File: config.mk
export PLATFORM = sky130hd
export DESIGN_NAME = gray_code_arbiter
export DESIGN_NICKNAME = d
export VERILOG_FILES = /design/src/rtl/gray_code_arbiter.sv
export SDC_FILE = /design/constraint.sdc
export NUM_CORES = 1
export LEC_CHECK = 0
export ABC_AREA = 1
export CORE_UTILIZATION = 50
export CTS_CLUSTER_DIAMETER = 100
export DETAILED_ROUTE_END_ITERATION = 8
export PLACE_DENSITY_LB_ADDON = 0.1
export SYNTH_ARGS = -nofsm -noshare
export SYNTH_HDL_FRONTEND = slang
export SYNTH_SLANG_ARGS = --single-unit
export TNS_END_PERCENT = 1
File: constraint.sdc
create_clock -name clk -period 1.5 [get_ports clk]
set_input_delay 0.225 -clock clk [delete_from_list [all_inputs] [get_ports clk]]
set_output_delay 0.225 -clock clk [all_outputs]
set_load 0.01 [all_outputs]
File: src/rtl/gray_code_arbiter.sv
// gray_code_arbiter: one shared binary/Gray conversion datapath serving two
// requesters through a round-robin arbiter. The binary-to-Gray conversion
// takes a single cycle. The Gray-to-binary conversion is bit-serial, MSB first.
// All outputs are registered, so there is no combinational path from the
// req or din inputs to any output.
module gray_code_arbiter #(
  parameter int WIDTH = 4
) (
  input  logic             clk,
  input  logic             rst,
  input  logic             req0,
  input  logic             mode0,
  input  logic [WIDTH-1:0] din0,
  input  logic             req1,
  input  logic             mode1,
  input  logic [WIDTH-1:0] din1,
  output logic             ack0,
  output logic             ack1,
  output logic             done,
  output logic             owner,
  output logic [WIDTH-1:0] dout,
  output logic             busy
);

  localparam int IDX_W = $clog2(WIDTH);

  typedef enum logic [1:0] {
    S_IDLE,
    S_CONV,
    S_DONE
  } state_t;

  state_t           r_state;
  logic [WIDTH-1:0] r_d;          // operand latched at grant
  logic             r_mode;       // operation latched at grant
  logic             r_last_grant; // requester granted most recently
  logic [IDX_W-1:0] r_idx;        // current bit of the serial Gray-to-binary op
  logic             r_bit;        // previously decoded binary bit (b[i+1])
  logic [WIDTH-1:0] r_acc;        // partially decoded binary value

  logic             w_any;
  logic             w_winner;
  logic [WIDTH-1:0] w_din;
  logic             w_mode;
  logic [WIDTH-1:0] w_gray;
  logic             w_bin_bit;
  logic [WIDTH-1:0] w_acc_next;

  // Round-robin pick: when both requesters ask, grant the one not served last.
  // When only one asks, grant that one.
  always_comb begin
    w_any    = req0 | req1;
    w_winner = req1;
    if (req0 && req1) begin
      w_winner = ~r_last_grant;
    end
    w_din  = w_winner ? din1 : din0;
    w_mode = w_winner ? mode1 : mode0;
  end

  // Binary-to-Gray conversion: each bit XORs with its upper neighbour, and the MSB passes through.
  generate
    for (genvar gi = 0; gi < WIDTH - 1; gi++) begin : g_b2g
      assign w_gray[gi] = r_d[gi] ^ r_d[gi+1];
    end
  endgenerate
  assign w_gray[WIDTH-1] = r_d[WIDTH-1];

  // One Gray-to-binary step: b[i] = b[i+1] ^ g[i]. r_bit starts at 0, so the MSB step yields g[MSB].
  always_comb begin
    w_bin_bit         = r_bit ^ r_d[r_idx];
    w_acc_next        = r_acc;
    w_acc_next[r_idx] = w_bin_bit;
  end

  // Control FSM with registered outputs. dout changes only when a result completes.
  always_ff @(posedge clk or posedge rst) begin
    if (rst) begin
      r_state      <= S_IDLE;
      r_d          <= '0;
      r_mode       <= 1'b0;
      r_last_grant <= 1'b1;
      r_idx        <= '0;
      r_bit        <= 1'b0;
      r_acc        <= '0;
      ack0         <= 1'b0;
      ack1         <= 1'b0;
      done         <= 1'b0;
      owner        <= 1'b0;
      dout         <= '0;
      busy         <= 1'b0;
    end else begin
      case (r_state)
        S_IDLE: begin
          if (w_any) begin
            r_state      <= S_CONV;
            busy         <= 1'b1;
            owner        <= w_winner;
            r_last_grant <= w_winner;
            r_d          <= w_din;
            r_mode       <= w_mode;
            r_idx        <= IDX_W'(WIDTH - 1);
            r_bit        <= 1'b0;
            r_acc        <= '0;
          end
        end
        S_CONV: begin
          if (!r_mode) begin
            dout    <= w_gray;
            done    <= 1'b1;
            ack0    <= ~owner;
            ack1    <= owner;
            r_state <= S_DONE;
          end else begin
            r_acc <= w_acc_next;
            r_bit <= w_bin_bit;
            if (r_idx == '0) begin
              dout    <= w_acc_next;
              done    <= 1'b1;
              ack0    <= ~owner;
              ack1    <= owner;
              r_state <= S_DONE;
            end else begin
              r_idx <= r_idx - 1'b1;
            end
          end
        end
        S_DONE: begin
          done    <= 1'b0;
          ack0    <= 1'b0;
          ack1    <= 1'b0;
          busy    <= 1'b0;
          r_state <= S_IDLE;
        end
        default: begin
          done    <= 1'b0;
          ack0    <= 1'b0;
          ack1    <= 1'b0;
          busy    <= 1'b0;
          r_state <= S_IDLE;
        end
      endcase
    end
  end

endmodule
; ---- Word-level counts from Yosys, hierarchy flattened
; Index checks and enable logic that the tools add are counted.
[classes]
add_sub_neg = 1
n_mul = 0
div = 0
order_cmp = 2
eq_ne = 6
n_shift = 0
n_mux = 35
bitwise_logic = 9
n_reduce_logical = 12
[op_table]
columns = cell, n
row1 = 2-to-1 mux 4 bit, 5
row2 = 2-to-1 mux 1 bit, 13
row3 = 2-to-1 mux 2 bit, 6
row4 = one-hot mux 1 bit (2 select lines), 5
row5 = AND reduction 2 bit, 5
row6 = one-hot mux 2 bit (2 select lines), 2
row7 = one-hot mux 4 bit (2 select lines), 1
row8 = != test 2 bit (second input constant), 3
row9 = bitwise mux 4 bit, 1
row10 = logical NOT 2 bit, 2
row11 = inverter 1 bit, 4
row12 = AND reduction 4 bit, 1
row13 = XOR 1 bit, 4
row14 = < comparator 2 x 3 -> 1 bit (second input constant), 1
row15 = != test 3 bit (second input constant), 1
row16 = AND reduction 3 bit, 1
row17 = binary-select mux 1 bit (select 2 bit), 1
row18 = demux 1 bit (select 2 bit), 1
row19 = == test 2 x 1 -> 1 bit (second input constant), 1
row20 = greater-or-equal comparator 2 x 1 -> 1 bit (second input constant), 1
row21 = logical AND 1 bit, 2
row22 = != test 2 x 1 -> 1 bit (second input constant), 1
row23 = nonzero test 2 bit, 1
row24 = subtractor 2 x 1 -> 2 bit (second input constant), 1
row25 = OR 1 bit, 1
[word_totals]
ff_bits = 24
latchBits = 0
ram_bits = 0
rom_bits = 0
input_bits = 14
output_inout_bits = 9
elab_cells = 78
mem_count = 0

; ---- Depth between registers and ports, before layout
; Gate-level depths: netlist of the first run.
[depth]
depth_word = 7
ltp_mapped = 10
mapped_depth_nobuf = 10

; ---- Worst setup path before layout of the first run
; Ideal clock, no wire load.
[synth_timing]
path_type = register to register
startpoint = register r_idx[0]
endpoint = register dout[0]
setup_time_ps = 116
t_arrival_ps = 1196
required_time_ps = 1384
slack_ps = 187
path_stages_with_launch = 11
path_buffers = 0
period_less_slack_ps = 1313
cell_sequence = dfrtp_1 -> inv_1 -> ha_1 -> inv_1 -> nand2_4 -> nand3_4 -> inv_2 -> o21ai_0 -> inv_1 -> nand2_1 -> nand2_1
[synth_between]
elab_chain_cells = 7
word_cells_on_any_way = 14
cone_classes = 2 x order compare / 1 x eq/ne / 7 x mux / 1 x bitwise / 3 x reduce/logical
[synth_rtl]
columns = item, line
row1 = "start, declared", 37  ; logic [IDX_W-1:0] r_idx;
row2 = "start signal, assigned", 102  ; r_idx <= IDX_W'(WIDTH - 1);
row3 = "start signal, assigned", 124  ; r_idx <= r_idx - 1'b1;
row4 = < comparator 2 x 3 -> 1 bit (not written as such) / greater-or-equal comparator 2 x 1 -> 1 bit (equally long branches), 73  ; w_acc_next[r_idx] = w_bin_bit;
row5 = logical AND 1 bit (not written as such), 73
row6 = 2-to-1 mux 1 bit (not written as such), 73
row7 = demux 1 bit (select 2 bit), 73
row8 = bitwise mux 4 bit, 73
row9 = 2-to-1 mux 4 bit, 117  ; if (r_idx == '0) begin
row10 = 2-to-1 mux 4 bit, 108  ; if (!r_mode) begin
row11 = "end signal, assigned", 109  ; dout <= w_gray;
row12 = "end signal, assigned", 118  ; dout <= w_acc_next;
row13 = "end, declared", 21  ; output logic [WIDTH-1:0] dout,
; Several ways; a longest one is shown, not always the timed one. The select of a mux whose other input is x is not followed.
; A chain may end at the register's enable or synchronous reset.

; ---- Final worst setup path of the first run
[layout_timing]
startpoint = register busy
endpoint = output busy
[layout_rtl]
columns = item, line
row1 = "start, declared", 22  ; output logic busy
row2 = "start signal, assigned", 91  ; busy <= 1'b0;
row3 = "start signal, assigned", 97  ; busy <= 1'b1;
row4 = "start signal, assigned", 132  ; busy <= 1'b0;
; No word-level cell between the ends.

==> results of run 1 <==
[routing by layer]
metal,share of wire,up-vias,wire length (µm)
met5,0,-,0
met3,0.038,5,95
met1,0.44,511,1100
li1,-,553,-
met4,0.013,0,31
met2,0.51,27,1250
[layout make-up]
type,instances,area share
tap,28,0.0220
inverter,21,0.0494
timing repair buffer,33,0.196
clock buffer,4,0.0227
sequential,24,0.378
multi-input combinational,107,0.332
[per-stage QoR]
step | utilization | hold slack, ns | cell area [µm²]
2_1_floorplan | - | 0.239 | 1210
3_3_place_gp | 0.686 | 0.464 | 1550
3_5_place_dp | 0.686 | 0.464 | 1550
4_1_cts | 0.703 | 0.173 | 1580
5_1_grt | 0.708 | 0.176 | 1600
6_report | 0.708 | 0.167 | 1600
[how the worst min path moves through the flow]
stage / depth (start not counted) / from / slack (ns) / to
floorplan: 1 / rst / 0.24 / ack0
global placement: 2 / r_last_grant / 0.46 / r_last_grant
detailed placement: 2 / r_last_grant / 0.46 / r_last_grant
CTS: 2 / rst / 0.17 / dout[0]
global route: 2 / rst / 0.18 / dout[0]
finish: 2 / rst / 0.17 / done
[cell families (layout without fill, tap and decap cells)]
family                   after synthesis  count (layout)  synth area share
AO/OA/AOI/OAI                         22              22            0.0962
XOR/XNOR                               3               3            0.0217
adder cells (fa/ha/maj)                4               4            0.0414
buffers and inverters                 21              58            0.0651
flip-flops                            24              24             0.497
AND/OR/NAND/NOR                       78              78             0.278
[report_power, final]
group | switching [mW] | total [mW] | internal (mW)
clock | 0.189 | 0.338 | 0.148
combinational | 0.891 | 1.61 | 0.717
sequential | 0.207 | 1.14 | 0.937
[flip-flops by register name (all words and copies together), names as in the netlist]
name          count
r_idx             2
ack0              1
dout              4
done              1
r_acc             4
r_d               4
r_last_grant      1
owner             1
busy              1
r_mode            1
r_state           2
ack1              1
r_bit             1
[cell usage in the layout, fill, tap and decap left out]
cell type / count
o22ai_1: 2
clkbuf_4: 3
nand3_4: 1
o21ai_0: 17
buf_4: 11
ha_1: 4
clkbuf_8: 1
dfrtp_2: 1
o21ai_1: 1
nor2_4: 1
nand3_1: 12
clkdlybuf4s50_1: 18
nand2_1: 56
inv_1: 19
nand2_4: 1
nor2_1: 7
dfstp_2: 1
inv_2: 2
a21oi_1: 1
a41oi_1: 1
dfrtp_1: 22
dlymetal6s2s_1: 4
xor2_1: 3
[repair_timing]
| item | 4_1_cts | 5_1_grt |
|---|---|---|
| endpoints found under the setup margin | 0 | 6 |
| buffers inserted | 0 | 0 |
| gates resized for setup | 0 | 6 |
==> summary.txt, run 1 <==
Yosys
  – Ys async rst share: 1.00
  – Avg Cell Area, Syn: 7.96 µm²
  – Seq/Total Area, Yosys: 0.497
  – Count leader, synth: nand2_1
  – Count of cell types in the netlist: 17
  – Yosys top cell by area: dfrtp_1
  – Post-Syn Area: 1210 µm²
  – Syn Nets: 170
  – Yosys reg bits: 24
  – Number of synthesized flops with an enable pin: 0
  – Primary FF master, synth: dfrtp_1
  – Synth top area cells: dfrtp_1, nand2_1, o21ai_0, inv_1, nand3_1
  – Synth top cells by count: nand2_1, dfrtp_1, inv_1
  – Synth top area share: 0.476
  – Synth warn: 0
  – Post-synthesis cell count: 152

Detailed routing
  – Final ANT Viol Nets: 0
  – 1st-iter DRT viols: 14
  – First drt pass iteration count: 4
  – Post-DR vias/cell: 5.05
  – Via count of the routed design: 1096
  – WL final: 2.48 mm
  – Post-DR wirelength/cell: 11.4 µm
  – DRC: 0

Global route
  – Met1 usage: 0.247
  – Gr ovfl total: 0
  – Pin count of the biggest net entering global routing: 14
  – GR met2 Demand/Resource: 0.406
  – Gr usage total: 0.219
  – Met3 Use GR: 0.0357
  – First-pass GRT wire length: 4.19 mm
  – Busiest grt layer: met2
  – Initial antenna violation count: 0
  – Vias in the first global route: 999

Final layout
  – Multi-input logic area: 529 µm²
  – Layout cell share with drive strength beyond 1: 0.116
  – Register area: 603 µm²
  – Fin nets: 208
  – Non-filler cells, final: 217
  – Area grow syn2layout: 31.9%
  – # fillers: 190
  – Ant diodes: 0

Setup path
  – Setup CP Type: flop to output pin
  – End of the critical path: busy
  – Setup crit start: busy
  – FF-to-FF Start: r_idx[0]
  – Cell Chain, Critical Path: clkdlybuf4s50_1
  – Crit-path leading delay family: buffers and inverters
  – Stages on the worst setup path: 1
  – Reg2reg end: ack1
  – CP Data Required Time: 1.27 ns
  – Crit path max fanout: 2
  – CP bufs+invs: 1
  – Flop2flop setup slack: 0.13 ns
  – Critical-path top delay cell: clkdlybuf4s50_1
  – Crit. End Element: output pin
  – Arrival time at the worst endpoint: 1.22 ns
  – Worst Reg2Reg Path Length in Cells: 7
  – Crit path launch type: flop
  – Critical Path Max Stage Delay: 0.53 ns

Power and ir drop
  – Worst vdd ir: 1.39 mV
  – Leak pwr: 0.879 nW
  – Tot Pwr: 3.09 mW
  – PwrDens: 1940 nW/µm²

Clock tree
  – Clk Latency, worst-skew pair: 0.31 ns
  – CTS Buf Count: 3
  – Clk pin slew, worst setup/hold paths: 0.12 ns
  – Clock Path Buffers: 2
  – H-tree depth: 1
  – CTS tree: done
  – # hold bufs at CTS: 0
  – Clk sink count: 24
  – Clock Tree Root: clkbuf_4

Place
  – Pre-CTS WS: 0.0534 ns
  – RePlAce Congestion: 0.793
  – Placed cells: 213
  – PortBufs: 22
  – Hpwl dp: 2.04 mm

Min path
  – Type of the most critical hold path: primary input to asynchronous set/reset pin

Run status
  – Status: finished clean

STA
  – Slew Viols, Final: 0
  – # setup viols final: 0
  – Hold Vio Cnt, Final: 0
  – Post-layout minimum cycle time: 1.44 ns
  – Final setup skew: 0.00202 ns
  – Setup slack after layout: 0.0560 ns
  – Fin Setup TNS: 0 ns
  – RSZ-0062 raised after global routing: no
  – Final worst path period share: 0.963
  – Relative slew margins: 0.759
  – FMAX: 0.693 GHz
  – Slew @ Worst Pin: 0.361 ns

Die
  – Die Wd: 51.2 µm
  – # rows: 17
  – Initial core utilization: 0.537
  – DIE AREA: 2620 µm²
  – Io pins: 23
  – Die Span Y: 51.2 µm
  – Core Region: 2250 µm²

Flow run
  – Max Cap Viol: 0
No activity file was read; power rests on OpenSTA's default activity.
==> run 2: changes to the inputs <==
- CTS_CLUSTER_SIZE: unset -> 12
- HOLD_SLACK_MARGIN: unset -> 0.03
==> results of run 2 <==
The final DEF is identical to that of run 1; final timing and power are the same.
==> run 3: changes to the inputs <==
- CORE_ASPECT_RATIO: unset -> 1.25
- PLACE_DENSITY: unset -> 0.82
- PLACE_DENSITY_LB_ADDON: 0.1 -> unset
==> run 3 against run 2 <==
  * Critical path depth did not move
  * Setup slack improved by 0.0015 ns
  * Hold slack improved by 0.091 ns
  * Combinational power barely moved
  * Count of clock-buffer cells in the layout did not move
  * Register-to-register slack improved by 0.02 ns
  * First-iteration DRC count rose by 86%
  * Clock skew rose by 0.0025 ns
  * Wire length rose by 9.9%
  * Non-clock buffer count fell by 3
  * Sequential power barely moved
  * Final cell count did not move
  * Largest cell class unchanged
==> summary.txt, run 3 (synthesis gave the netlist of run 1 again) <==
Power and ir drop
  – Switching pwr: 1.35 mW (+5.1%)
  – Power Internal: 1.78 mW (-1.5%)
  – Gate power share: 0.514 (-0.006)
  – Tot Pwr: 3.13 mW (+1.3%)
  – Worst vdd ir: 1.34 mV (-4.1%)
  – PwrDens: 1960 nW/µm² (+1.2%)
  – Power share of the clock group: 0.111 (+0.002)
  – Sw Share: 0.432 (+0.0156)
  – Sequential share of power: 0.375 (+0.005)
  – Leak pwr: 0.880 nW (+0.10%)

Place
  – Pre-CTS WS: 0.0221 ns (-0.0312 ns)
  – Hpwl dp: 2.12 mm (+4.0%)
  – PortBufs: 22 (unchanged)
  – RePlAce Congestion: 0.842 (+6.2%)

Global route
  – Vias in the first global route: 1155 (+16%)
  – Initial antenna violation count: 0 (unchanged)
  – Gr ovfl total: 0 (unchanged)
  – First-pass GRT wire length: 4.91 mm (+17%)
  – Pin count of the biggest net entering global routing: 25 (+11)
  – Gr usage total: 0.252 (+0.0335)

Setup path
  – Flop2flop setup slack: 0.15 ns (+0.02 ns)
  – Reg2reg end: dout[0]
  – Cell Chain, Critical Path: clkdlybuf4s50_1
  – Setup crit start: busy
  – Worst Reg2Reg Path Length in Cells: 10 (+3)
  – CP bufs+invs: 1 (unchanged)
  – Arrival time at the worst endpoint: 1.22 ns (about the same)
  – Critical Path Max Stage Delay: 0.53 ns (about the same)
  – Crit path launch type: flop
  – Crit. End Element: output pin
  – FF-to-FF Start: r_idx[0]
  – CP Data Required Time: 1.27 ns (about the same)
  – End of the critical path: busy
  – Critical-path top delay cell: clkdlybuf4s50_1
  – Crit-path leading delay family: buffers and inverters
  – Setup CP Type: flop to output pin
  – Stages on the worst setup path: 1 (unchanged)
  – Crit path max fanout: 2 (unchanged)

Detailed routing
  – Post-DR vias/cell: 5.11 (+1.1%)
  – Via count of the routed design: 1108 (+1.1%)
  – Post-DR wirelength/cell: 12.5 µm (+9.9%)
  – WL final: 2.72 mm (+9.9%)
  – Final ANT Viol Nets: 0 (unchanged)
  – DRC: 0 (unchanged)
  – First drt pass iteration count: 4 (unchanged)
  – 1st-iter DRT viols: 26 (+12)

STA
  – Final worst path period share: 0.962 (-0.00101)
  – Final setup skew: 0.00456 ns (+0.00255 ns)
  – FMAX: 0.693 GHz (+0.11%)
  – Setup slack after layout: 0.0575 ns (+0.00152 ns)
  – RSZ-0062 raised after global routing: no
  – Relative slew margins: 0.794 (+0.0357)
  – # setup viols final: 0 (unchanged)
  – Slew Viols, Final: 0 (unchanged)
  – Hold Vio Cnt, Final: 0 (unchanged)
  – Fin Setup TNS: 0 ns (unchanged)
  – Slew @ Worst Pin: 0.308 ns (-0.0531 ns)
  – Post-layout minimum cycle time: 1.44 ns (-0.00152 ns)

Die
  – Die Wd: 46 µm (-10%)
  – Die Span Y: 57 µm (+11%)
  – Io pins: 23 (unchanged)
  – DIE AREA: 2620 µm² (about the same)
  – Initial core utilization: 0.541 (+0.00481)
  – # rows: 19 (+2)
  – Core Region: 2230 µm² (-0.89%)

Final layout
  – Top Registers: dout (4), r_acc (4), r_d (4)
  – Ant diodes: 0 (unchanged)
  – Layout cell share with drive strength beyond 1: 0.129 (+0.0126)
  – Fin nets: 205 (-1.4%)
  – Most frequent cells in the layout: nand2_1, dfrtp_1, inv_1
  – Area grow syn2layout: 32.0% (about the same)
  – Most common cell after layout, fill and taps aside: nand2_1

Clock tree
  – Clk sink count: 24 (unchanged)
  – CTS tree: done
  – Clk pin slew, worst setup/hold paths: 0.13 ns (about the same)
  – Clock Path Buffers: 2 (unchanged)
  – CTS-repair resized insts: 0 (unchanged)
  – Clk Latency, worst-skew pair: 0.32 ns (about the same)
  – # hold bufs at CTS: 0 (unchanged)
  – Clock Tree Root: clkbuf_4
  – H-tree depth: 1 (unchanged)
  – Post-CTS Setup Inserts: 0 (unchanged)
  – CTS Buf Count: 3 (unchanged)

Min path
  – Type of the most critical hold path: primary input to asynchronous set/reset pin

Run status
  – Status: finished clean

Flow run
  – Max Cap Viol: 0 (unchanged)
## run 3: changes by cell type in the layout (fill, tap and decap cells not counted)
cell / previous run / this run
clkdlybuf4s50_1: 18 / 16
dfrtp_1: 22 / 21
nand3_2: 0 / 1
nor2_2: 0 / 1
dfrtp_2: 1 / 2
clkinvlp_4: 0 / 1
inv_1: 19 / 18
ha_1: 4 / 3
ha_2: 0 / 1
nand3_1: 12 / 11
dlymetal6s2s_1: 4 / 6
nor2_1: 7 / 6
buf_4: 11 / 8
## run 3: stage by stage
stage / util / instance area, µm² / instances / hold WS, ns
6_report: 0.714 / 1600 / 217 / 0.258
5_1_grt: 0.714 / 1600 / 217 / 0.273
4_1_cts: 0.700 / 1570 / 217 / 0.280
3_5_place_dp: 0.684 / 1530 / 213 / 0.462
3_3_place_gp: 0.684 / 1530 / 213 / 0.463
2_1_floorplan: - / 1210 / 152 / 0.239
## run 3: worst min-delay path, stage by stage
cell,delay [ns]
clkdlybuf4s50_1,0.42
inv_1,0.06
buf_4,0.29
## run 3: cell type report
class | instances | area, µm²
Tap cell | 31 | 38.8
Fill cell | 179 | 638
Sequential cell | 24 | 604
Multi-Input combinational cell | 107 | 539
Timing Repair Buffer | 30 | 295
Clock buffer | 4 | 36.3
Inverter | 21 | 82.6
## run 3: how the worst min path moves through the flow
stage	depth (start not counted)	end	slack [ns]	from
6_report	3	dout[0]	0.26	rst
5_1_grt	3	dout[3]	0.27	rst
4_1_cts	3	r_acc[2]	0.28	rst
3_5_place_dp	2	r_last_grant	0.46	r_last_grant
3_3_place_gp	2	dout[1]	0.46	dout[1]
2_1_floorplan	1	ack0	0.24	rst
## run 3: power by group through the flow
stage	combinational, mW	sequential (mW)	clock [mW]
after global routing	1.83	1.20	0.383
final	1.61	1.17	0.346
after detailed placement	1.59	1.17	0
after floorplan	0.911	1.18	0
after global placement	1.52	1.16	0
after CTS	1.60	1.16	0.342
## run 3: layer usage
layer  track usage  part of all wire  routed length, µm
met1         0.297              0.40               1100
met5             0                 0                  0
met4        0.0882             0.016                 44
met3        0.0285             0.023                 63
met2         0.453              0.56               1510
